--- config.mk ---
export PLATFORM = sky130hd
export DESIGN_NAME = alu_decoder
export DESIGN_NICKNAME = d
export VERILOG_FILES = /design/src/rtl/alu_decoder.sv
export SDC_FILE = /design/constraint.sdc
export NUM_CORES = 1
export LEC_CHECK = 0
export ABC_AREA = 1
export CAP_MARGIN = 30
export CORE_AREA = 3 3 40 42
export CTS_BUF_LIST = sky130_fd_sc_hd__clkbuf_16
export CTS_CLUSTER_SIZE = 28
export DETAILED_ROUTE_END_ITERATION = 6
export DIE_AREA = 0 0 43 45
export HOLD_SLACK_MARGIN = 0.08
export PLACE_DENSITY = 0.65
export SYNTH_ARGS = -nofsm -noshare
export SYNTH_HDL_FRONTEND = slang
export SYNTH_SLANG_ARGS = --single-unit
export TNS_END_PERCENT = 30
--- constraint.sdc ---
create_clock -name clk -period 1.6 [get_ports clk]
set_clock_uncertainty 0.1 [all_clocks]
set_input_delay 0.16 -clock clk [delete_from_list [all_inputs] [get_ports clk]]
set_output_delay 0.16 -clock clk [all_outputs]
set_load 0.01 [all_outputs]
--- src/rtl/alu_decoder.sv ---
// Main-ALU control decoder: maps alu_op/funct to a 4-bit ALU operation plus an illegal flag,
// with registered copies. Define ALU_DEC_SHIFT_EN to decode the SLL/SRL/SRA funct codes.
module alu_decoder (
  input  logic       clk,
  input  logic       rst,
  input  logic [1:0] alu_op,
  input  logic [5:0] funct,
  output logic [3:0] alu_control,
  output logic [3:0] alu_control_q,
  output logic       illegal,
  output logic       illegal_q
);

  localparam logic [1:0] OpMem    = 2'b00;
  localparam logic [1:0] OpBranch = 2'b01;
  localparam logic [1:0] OpRtype  = 2'b10;

  localparam logic [3:0] AluAnd  = 4'b0000;
  localparam logic [3:0] AluOr   = 4'b0001;
  localparam logic [3:0] AluAdd  = 4'b0010;
  localparam logic [3:0] AluXor  = 4'b0011;
  localparam logic [3:0] AluSub  = 4'b0110;
  localparam logic [3:0] AluSlt  = 4'b0111;
  localparam logic [3:0] AluNor  = 4'b1100;
`ifdef ALU_DEC_SHIFT_EN
  localparam logic [3:0] AluSll  = 4'b1000;
  localparam logic [3:0] AluSrl  = 4'b1001;
  localparam logic [3:0] AluSra  = 4'b1010;
`endif
  localparam logic [3:0] AluSltu = 4'b1011;

  localparam logic [5:0] FnAdd  = 6'b100000;
  localparam logic [5:0] FnAddu = 6'b100001;
  localparam logic [5:0] FnSub  = 6'b100010;
  localparam logic [5:0] FnSubu = 6'b100011;
  localparam logic [5:0] FnAnd  = 6'b100100;
  localparam logic [5:0] FnOr   = 6'b100101;
  localparam logic [5:0] FnXor  = 6'b100110;
  localparam logic [5:0] FnNor  = 6'b100111;
  localparam logic [5:0] FnSlt  = 6'b101010;
  localparam logic [5:0] FnSltu = 6'b101011;
`ifdef ALU_DEC_SHIFT_EN
  localparam logic [5:0] FnSll  = 6'b000000;
  localparam logic [5:0] FnSrl  = 6'b000010;
  localparam logic [5:0] FnSra  = 6'b000011;
`endif

  // funct is only examined on the R-type branch, so X/Z on it cannot leak into mem/branch decodes.
  always_comb begin
    alu_control = AluAdd;
    illegal     = 1'b0;
    case (alu_op)
      OpMem:    alu_control = AluAdd;
      OpBranch: alu_control = AluSub;
      OpRtype: begin
        case (funct)
          FnAdd, FnAddu: alu_control = AluAdd;
          FnSub, FnSubu: alu_control = AluSub;
          FnAnd:         alu_control = AluAnd;
          FnOr:          alu_control = AluOr;
          FnXor:         alu_control = AluXor;
          FnNor:         alu_control = AluNor;
          FnSlt:         alu_control = AluSlt;
          FnSltu:        alu_control = AluSltu;
`ifdef ALU_DEC_SHIFT_EN
          FnSll:         alu_control = AluSll;
          FnSrl:         alu_control = AluSrl;
          FnSra:         alu_control = AluSra;
`endif
          default: begin
            alu_control = AluAdd;
            illegal     = 1'b1;
          end
        endcase
      end
      // Reserved class (and unknown alu_op) decodes as ADD and is flagged.
      default: begin
        alu_control = AluAdd;
        illegal     = 1'b1;
      end
    endcase
  end

  always_ff @(posedge clk) begin
    if (rst) begin
      alu_control_q <= AluAdd;
      illegal_q     <= 1'b0;
    end else begin
      alu_control_q <= alu_control;
      illegal_q     <= illegal;
    end
  end

endmodule

Word level (Yosys, flattened, before mapping)
Cells that the tools add are included.
{"block": "totals", "inputBits": 10, "wordCells": 22, "ff_bits": 5}
{"block": "classes", "n_eq_ne": 12, "n_reduce_logical": 4, "muxes": 4}
{"cell": "$eq A6 B6 Y1 const B", "n": 10}
{"cell": "$pmux W4 S7", "n": 1}
{"cell": "$reduce_or A10 Y1", "n": 1}
{"cell": "$pmux W4 S2", "n": 1}
{"cell": "$reduce_or A2 Y1", "n": 2}
{"cell": "$eq A2 B1 Y1 const B", "n": 1}
{"cell": "$eq A2 B2 Y1 const B", "n": 1}
{"cell": "$logic_not A2 Y1", "n": 1}
{"cell": "$pmux W1 S2", "n": 1}
{"cell": "$mux W1", "n": 1}

Logic depth before layout (Yosys ltp)
Gate-level depths: netlist (run 1).
{"block": "depth", "depth_word": 4, "depth_mapped": 8, "mapped_depth_nobuf": 8}

Worst setup path before layout (run 1)
OpenSTA, ideal clock, no wires.
{"block": "synth_path", "kind": "input port to output port", "from": "in alu_op[0]", "to": "out illegal", "stages": 6, "slack_ns": 0.507, "n_path_buf": 0, "arrival_ns": 0.833, "path_cell_list": "inv_1 > ha_1 > inv_1 > a31oi_1 > nand3_1 > nand2_1"}
{"block": "synth_via", "elab_chain_len": 3, "word_cells_on_any_way": 5, "cone_classes": "eq/ne: 2; mux: 1; reduce/logical: 2"}
{"item": "start, declared", "line_no": "6", "source": "input logic [1:0] alu_op,"}
{"item": "$eq A2 B1 Y1 / $logic_not A2 Y1 (equally long branches)", "line_no": "52", "source": "case (alu_op)"}
{"item": "$reduce_or A2 Y1 (no line)"}
{"item": "$pmux W1 S2 (*)", "line_no": "52"}
{"item": "end, declared", "line_no": "10", "source": "output logic illegal,"}
Mark *: on every way between the ends. The rest lies on a longest branch, timed or not.

Worst setup path in the final report (run 1)
{"block": "layout_path", "from": "in funct[3]", "to": "reg illegal_q"}
{"block": "layout_via", "elab_chain_len": 4, "word_cells_on_any_way": 13, "cone_classes": "eq/ne: 10; mux: 2; reduce/logical: 1"}
{"item": "start, declared", "line_no": "7", "source": "input logic [5:0] funct,"}
{"item": "$eq A6 B6 Y1", "line_no": "56", "source": "case (funct)"}
{"item": "$reduce_or A10 Y1 (no line) (*)"}
{"item": "$mux W1 (*)", "line_no": "56"}
{"item": "$pmux W1 S2 (*)", "line_no": "52"}
{"item": "end signal, assigned", "line_no": "90", "source": "illegal_q <= illegal;"}
{"item": "end, declared", "line_no": "11", "source": "output logic illegal_q"}
Marks and branches as above.
A chain may end at the register's enable or synchronous reset.

==> impl_results.md, run 1 <==
* Clock transition at path regs at 0.03 ns
* Flops & latches, synth at 5
* Cts hold-fix bufs at 0
* DRC at 0
* Worst Path Required at 1.65 ns
* # port buffers at 19
* CTS buffer count at 3
* Synth unique cells at 17
* Register area at 100.1 um2
* Peak VDD IR at 359.1 uV
* Crit path DAT at 1.61 ns
* Final worst path period share at 97.37%
* Area grow syn2layout at 105.7%
* Chip Height at 45 um
* Seq/Total Area, Yosys at 25.16%
* Final Hold Vio Count at 0
* Synth Instances at 61
* Syn nets at 74
* CTS tree: yes
* Final WL at 1.064 mm
* Max_slew headroom at 85.15%
* Worst-Margin Slew at 0.2222 ns
* CP max FO at 3
* Final min period at 1.558 ns
* H-tree levels at 1
* RSZ-0062 raised after global routing: true
* Overall power at 0.6690 mW
* Max-slew violations at 0
* Antenna violations before repair at 0
* Vias in the first global route at 483
* CTS max path bufs at 2
* First DRT Iteration DRCs at 3
* Ys Warns at 0
* ANT nets after route at 0
* Die footprint at 1935 um2
* GRT Overall Usage at 11.89%
* Hold/Removal Path Class: primary input to flop
* Pwr dens at 817.5 nW/um2
* Die width at 43 um
* Final GP Congestion at 0.7986
* Root Buffer: clkbuf_16
* Ratio of cells with drive above 1 in the final layout at 44.44%
* CP Capture Type: flop
* # Max-Cap Violations at 0
* Global-route wire length before repair at 1.718 mm
* Fmax at 641.9 MHz
* Depth of the worst hold-timing path at 6
* Kind of critical path: primary input to flop
* HPWL after detailed placement at 734.4 um
* Sink Count at 5
* Nature of the critical path startpoint: primary input
* Total number of vias at 492
* Io pins at 20
* Number of fill cells in the layout at 120
* Multi-input gate area at 287.8 um2
* First-pass DRT Iterations at 4
* Run status: complete, no violations
* Initial Util at 30.96%
* Nets at 113
* Grt ovf at 0
* WL/cell at 9.333 um
* # rows at 13
* Final setup viols at 0
* # diodes at 0
* Core area at 1285 um2
* Average vias per placed instance at 4.316
* Setup_tns at 0 ns
* Largest net degree at the start of global routing at 9
* Syn Area/Cell at 6.523 um2
* Leak at 0.4260 nW
* Synth Cell Area at 397.9 um2
## layout by cell type (no fill, tap or decap), types with 2 or more instances in the layout
| master | count |
|---|---|
| buf_4 | 13 |
| inv_1 | 10 |
| nand2_1 | 10 |
| nor2_2 | 6 |
| clkdlybuf4s50_1 | 6 |
| inv_2 | 5 |
| nand3_1 | 5 |
| dfxtp_1 | 5 |
| dlygate4sd2_1 | 5 |
| nand3_2 | 4 |
| nor2_1 | 4 |
| buf_2 | 4 |
| clkbuf_16 | 3 |
| nor2_4 | 2 |
| o21ai_1 | 2 |
| ha_4 | 2 |
| clkdlybuf4s15_1 | 2 |
| buf_6 | 2 |
## stage by stage
stage | hold WS (ns) | cell area (um2) | worst slack [ns] | std cells | utilization (%)
2_1_floorplan | 0.1269 | 397.9 | 0.5070 | 61 | -
3_3_place_gp | 0.7467 | 659.4 | -0.4971 | 102 | 51.31
3_5_place_dp | 0.7321 | 659.4 | -0.5183 | 102 | 51.31
4_1_cts | 0.4350 | 818.3 | 0.03157 | 114 | 63.68
5_1_grt | 0.3588 | 818.3 | -0.01104 | 114 | 63.68
6_report | 0.3169 | 818.3 | 0.04208 | 114 | 63.68
## worst max-delay path, stage by stage
cell	delay, ns
clkdlybuf4s15_1	0.26
nor2_4	0.05
buf_4	0.14
buf_4	0.12
nand3_1	0.06
and2_1	0.11
nand3_1	0.09
buf_4	0.14
buf_4	0.12
buf_4	0.12
buf_4	0.12
a21oi_1	0.13
## logic make-up (layout without fill, tap and decap cells)
| logic type | count (synthesis) | after routing | share of synthesized area (%) |
|---|---|---|---|
| and+or+nand+nor | 35 | 35 | 46.86 |
| adders and majority gates | 3 | 3 | 9.435 |
| buffers and inverters | 14 | 52 | 13.21 |
| AOI/OAI and AO/OA | 4 | 4 | 5.343 |
| DFF | 5 | 5 | 25.16 |
## per-layer routing
layer,GRT usage [%],wire length (um),vias to the layer above
met5,0,0,-
met4,8.434,0,0
met3,2.789,72,0
met2,25.45,602,18
met1,8.873,388,209
li1,-,-,265
## synthesized netlist by cell type
cell type / number / area share (%)
inv_2: 2 / 1.9
nor2_2: 4 / 6.3
nand3b_1: 1 / 1.9
ha_1: 3 / 9.4
dfxtp_1: 5 / 25
a31oi_1: 1 / 1.6
o21ai_1: 1 / 1.3
nand2_1: 11 / 10
nand3_1: 7 / 8.8
a21oi_1: 1 / 1.3
and2_1: 1 / 1.6
inv_1: 12 / 11
o21ai_0: 1 / 1.3
nor2_1: 6 / 5.7
nor2_4: 2 / 5.7
nand3_2: 2 / 5.0
nand4_1: 1 / 1.6
## where the power goes
part,internal [mW],switching [mW],total (mW)
registers,0.130,0.00120,0.132
logic,0.0714,0.0656,0.137
clock network,0.323,0.0771,0.400
## repair_timing
item,4_1_cts,5_1_grt
gates resized for setup,41,4
pin swaps,7,3
setup endpoints to repair,5,4
buffers inserted,8,0
## registers in the layout, indices dropped and copies added, names as in the netlist
| signal | count |
|---|---|
| alu_control_q | 4 |
| illegal_q | 1 |
## area by class of cell
cell class              instances  area share [%]
repair buffers                 34           34.25
clock inverters                 1          0.4587
inverters                      14           6.422
flip-flops and latches          5           12.23
clock buffers                   3           9.174
multi-input cells              42           35.17
well taps                      15           2.294
## final timing paths
path	slack [ns]	startpoint	end
setup / recovery	0.04	funct[3]	illegal_q$_SDFF_PP0_
hold / removal	0.32	funct[2]	alu_control_q[3]$_SDFF_PP0_
(Power assumes the default switching activity.)
==> inputs of run 2 (changes only) <==
ABC_AREA = default   (was 1)
PLACE_DENSITY = 0.59   (was 0.65)
TNS_END_PERCENT = default   (was 30)
==> run 2 against run 1 <==
  * Die area did not move
  * Sequential cell count is the same
  * Routed wire length shrank 9.1%
  * Cell area fell by 12%
  * Hold slack improved by 0.053 ns
  * Clock-buffer cell count stayed put
  * Via count down 22%
  * Critical path type is now primary input to output pin
==> impl_results.md, run 2 <==
* Sink Count at 5
* DRC at 0
* Cts hold-fix bufs at 0
* Biggest register: alu_control_q
* Final Hold Vio Count at 0
* ANT nets after route at 0
* # port buffers at 19
* Area leader, netlist: dfxtp_1
* Run status: complete, no violations
* HPWL after detailed placement at 661.9 um
* Synth Cell Area at 325.3 um2
* Core area at 1285 um2
* Final min period at 1.534 ns
* Commonest cells in the netlist: dfxtp_1 (5), nor2_1 (4), ha_1 (3), inv_1 (3), nor2b_1 (3)
* Io pins at 20
* Final WL at 967 um
* Pwr dens at 916.7 nW/um2
* Ys Warns at 0
* CTS buffer count at 3
* WL/cell at 11.51 um
* Syn nets at 50
* Final setup viols at 0
* EDFF count, synth at 0
* Global-route wire length before repair at 1.587 mm
* Syn Area/Cell at 8.792 um2
* Hold/Removal Path Class: primary input to flop
* Chip Height at 45 um
* Root Buffer: clkbuf_16
* Max-slew violations at 0
* Final GP Congestion at 0.6988
* Top Family by Delay on Critical Path: buffers and inverters
* Largest regs: alu_control_q (4), illegal_q (1)
* Vias in the first global route at 386
* CP max FO at 4
* Initial Util at 25.32%
* Die footprint at 1935 um2
* First-pass DRT Iterations at 2
* Fmax at 652.1 MHz
* Average vias per placed instance at 4.560
* # Max-Cap Violations at 0
* Nature of the critical path startpoint: primary input
* Grt ovf at 0
* Nets at 83
* Cells after DPL at 79
* CTS max path bufs at 2
* Buf+Inv Stages, Crit Path at 3
* Yosys top cell area share at 30.77%
* Flops & latches, synth at 5
* Synth unique cells at 20
* Most common cell in the netlist: dfxtp_1
* Largest cells by area after synthesis: dfxtp_1 (31%), ha_1 (12%), nor2b_1 (5.8%), a221oi_2 (4.6%), nor2_1 (4.6%)
* Max_slew headroom at 82.81%
* H-tree levels at 1
* Kind of critical path: primary input to output pin
* GRT Overall Usage at 11.48%
* Crit path DAT at 1.27 ns
* Clock transition at path regs at 0.03 ns
* Leak at 0.3144 nW
* RSZ-0062 raised after global routing: true
* Commonest non-fill, non-tap cell in the layout: buf_4
* Hold WS at 0.3703 ns
* Total number of vias at 383
* Max reg flops at 4
* Asr flop ratio synth at 0%
* # rows at 13
* Ratio of cells with drive above 1 in the final layout at 46.38%
* First DRT Iteration DRCs at 2
* Final worst path period share at 95.85%
* Fin util at 56.18%
* Seq/Total Area, Yosys at 30.77%
* CTS tree: yes
* CP Capture Type: output pin
* Slowest cell on the critical path: dlygate4sd2_1
* Antenna violations before repair at 0
* Peak VDD IR at 327.7 uV
* Die width at 43 um
* Post-route insts no fill at 84
* # diodes at 0
* Ys flop type: dfxtp_1
* Area grow syn2layout at 121.9%
* Synth Instances at 37
* Crit path cell chain: dlygate4sd2_1 -> inv_2 -> ha_2 -> and3b_2 -> a31oi_4 -> nor2b_1 -> buf_2
* Largest net degree at the start of global routing at 7
* Commonest non-fill, non-tap cells in the layout: buf_4 (9), clkdlybuf4s50_1 (8), dfxtp_1 (5), dlygate4sd2_1 (5)
* Worst Path Required at 1.34 ns
* Worst-Margin Slew at 0.2529 ns
* CP max stage delay at 0.28 ns
## run 2: changes by cell type after synthesis, sizes merged, moves of 2 or more
| cell | delta |
|---|---|
| inv | -11 |
| nand2 | -9 |
| nand3 | -9 |
| nor2 | -8 |
| nor2b | +3 |
| nor3 | +2 |
| nor3b | +2 |
## run 2: timing repair
| action | CTS | global route |
|---|---|---|
| setup endpoints to repair | 5 | 5 |
| pin swaps | 3 | 1 |
| gates cloned | 0 | 0 |
| resized for setup | 40 | 2 |
| setup buffers | 0 | 1 |
## run 2: path summary, 6_finish.rpt
path                  cells after the start  slack (ns)       from                   end
worst max-delay path                      7        0.07  alu_op[0]        alu_control[2]
worst min-delay path                      3        0.37   funct[3]  illegal_q$_SDFF_PP0_
## run 2: layer usage
metal / share of wire [%] / global-route usage (%)
met1: 40 / 12.02
met2: 49 / 20.96
met3: 8.7 / 3.586
met4: 2.1 / 5.422
met5: 0 / 0
## run 2: area by class of cell
class	instances	area (um2)
sequential	5	100.1
multi-input combinational	29	277.8
timing repair buffer	28	235.2
tap	15	18.77
clock buffer	3	75.07
fill	127	563.0
clock inverter	1	3.754
inverter	3	11.26
## run 2: power breakdown
part	total, mW	internal (mW)	leakage [nW]	switching, mW
clock network	0.404	0.323	0.0423	0.0803
logic	0.127	0.0714	0.231	0.0552
registers	0.131	0.130	0.0409	0.00114
total	0.662	0.525	0.314	0.137
## run 2: kinds of logic (layout without fill, tap and decap cells)
family / count (synthesis) / count (layout) / synth area share (%)
compound gates: 7 / 7 / 15.77
fa+ha+maj: 3 / 3 / 11.54
buf+inv: 3 / 35 / 3.461
mux: 1 / 1 / 3.077
flops: 5 / 5 / 30.77
simple gates: 18 / 18 / 35.38
## run 2: per-stage QoR
stage / instance area (um2) / power, mW / TNS, ns / setup slack [ns]
detailed placement: 594.3 / 0.2470 / -2.624 / -0.5850
global placement: 594.3 / 0.2461 / -2.477 / -0.5511
floorplan: 325.3 / 0.1749 / 0 / 0.4446
finish: 721.9 / 0.6618 / 0 / 0.06639
global route: 721.9 / 0.6885 / -0.02726 / -0.02726
CTS: 708.2 / 0.6618 / 0 / 0.04499
==> inputs of run 3 (changes only) <==
GPL_TIMING_DRIVEN = 0   (was default)
MAX_ROUTING_LAYER = met4   (was default)
==> run 3 against run 2 <==
  * Core utilization is 5.4 points lower
  * Sequential cell count is the same
  * Clock power shrank 2%
  * Sequential power about the same
  * Non-clock buffer count fell by 7
  * Combinational power shrank 17%
  * Critical path type unchanged
  * Critical endpoint is now alu_control[1]
==> impl_results.md, run 3 (synthesis gave the netlist of run 2 again) <==
* Final WL at 776 um
* Largest regs: alu_control_q (4), illegal_q (1)
* Cts hold-fix bufs at 0
* CP max FO at 2
* Hold/Removal Path Class: primary input to flop
* Critical Path End: alu_control[1]
* Total number of vias at 347
* First-pass DRT Iterations at 2
* Ratio of cells with drive above 1 in the final layout at 32.26%
* Crit path DAT at 1.29 ns
* Io pins at 20
* Multi-input gate area at 266.5 um2
* ANT nets after route at 0
* Max reg flops at 4
* Setup_tns at 0 ns
* CP Capture Type: output pin
* Vias in the first global route at 306
* H-tree levels at 1
* Global-route wire length before repair at 1.179 mm
* Initial Util at 25.32%
* GRT Overall Usage at 8.834%
* Commonest non-fill, non-tap cell in the layout: clkdlybuf4s50_1
* # diodes at 0
* Final min period at 1.549 ns
* # rows at 13
* Die footprint at 1935 um2
* Average vias per placed instance at 4.506
* Chip Height at 45 um
* Final worst path period share at 96.82%
* Hold WS at 0.3377 ns
* # Max-Cap Violations at 0
* Register area at 100.1 um2
* WL/cell at 10.08 um
* Pwr dens at 971.7 nW/um2
* # port buffers at 19
* Commonest non-fill, non-tap cells in the layout: clkdlybuf4s50_1 (8), dlygate4sd2_1 (6), dfxtp_1 (5)
* Worst Path Required at 1.34 ns
* Sink Count at 5
* HPWL after detailed placement at 581.9 um
* Run status: complete, no violations
* Final Hold Vio Count at 0
* Kind of critical path: primary input to output pin
* Max_slew headroom at 83.18%
* Leak at 0.2737 nW
* CTS buffer count at 3
* Fmax at 645.5 MHz
* Core area at 1285 um2
* Number of fill cells in the layout at 138
* Worst-Margin Slew at 0.2453 ns
* DRC at 0
* Largest net degree at the start of global routing at 7
* Antenna violations before repair at 0
* Nets at 76
* First DRT Iteration DRCs at 4
* CTS max path bufs at 2
* Max-slew violations at 0
* Die width at 43 um
* Peak VDD IR at 371.8 uV
* Overall power at 0.6346 mW
* Final GP Congestion at 0.7068
* CTS tree: yes
* Root Buffer: clkbuf_16
* Grt ovf at 0
* Crit path from: funct[4]
* Final setup viols at 0
* Area grow syn2layout at 100.8%
* Biggest register: alu_control_q
* Nature of the critical path startpoint: primary input
* Clock transition at path regs at 0.03 ns
==> run 3: report_power, final <==
group,switching [mW],internal [mW]
clock network,0.0743,0.323
logic,0.0487,0.0576
registers,0.000920,0.130
==> run 3: layout make-up <==
type	count	share of cell area [%]
Clock buffer	3	11.49
Clock inverter	1	0.5747
Inverter	3	1.724
Multi-Input combinational cell	29	40.80
Sequential cell	5	15.33
Tap cell	15	2.874
Timing Repair Buffer	21	27.20
==> run 3: how the worst min path moves through the flow <==
stage	start	to	slack [ns]	depth (start not counted)
floorplan	rst	illegal_q$_SDFF_PP0_	0.13	1
global placement	rst	illegal_q$_SDFF_PP0_	0.75	2
detailed placement	rst	illegal_q$_SDFF_PP0_	0.75	2
CTS	funct[0]	alu_control_q[3]$_SDFF_PP0_	0.34	3
global route	funct[0]	alu_control_q[3]$_SDFF_PP0_	0.39	3
finish	funct[0]	alu_control_q[3]$_SDFF_PP0_	0.34	3
==> run 3: per-stage QoR <==
stage | instance area, um2 | utilization, % | worst slack, ns | instances
finish | 653.1 | 50.83 | 0.05092 | 77
global route | 653.1 | 50.83 | -0.001010 | 77
CTS | 614.3 | 47.81 | 0.01650 | 75
detailed placement | 534.3 | 41.58 | -0.5812 | 71
global placement | 534.3 | 41.58 | -0.5835 | 71
floorplan | 325.3 | - | 0.4446 | 37
==> run 3: critical path, cell delays in order <==
cell and delay (ns):
clkdlybuf4s50_1 0.41, nand4bb_1 0.22, o21ai_2 0.18, nand3b_1 0.09
clkdlybuf4s15_1 0.23
==> run 3: layer usage <==
layer	share of wire, %	track usage [%]
met1	43	9.880
met2	42	12.28
met3	12	3.586
met4	2.7	7.229
met5	0	-
==> run 3: repair_timing <==
item                                   CTS  global route
gates resized for setup                 32             4
setup endpoints to repair                5             2
pin swaps                                3             1
buffers inserted                         0             2
endpoints found under the hold margin    0             0
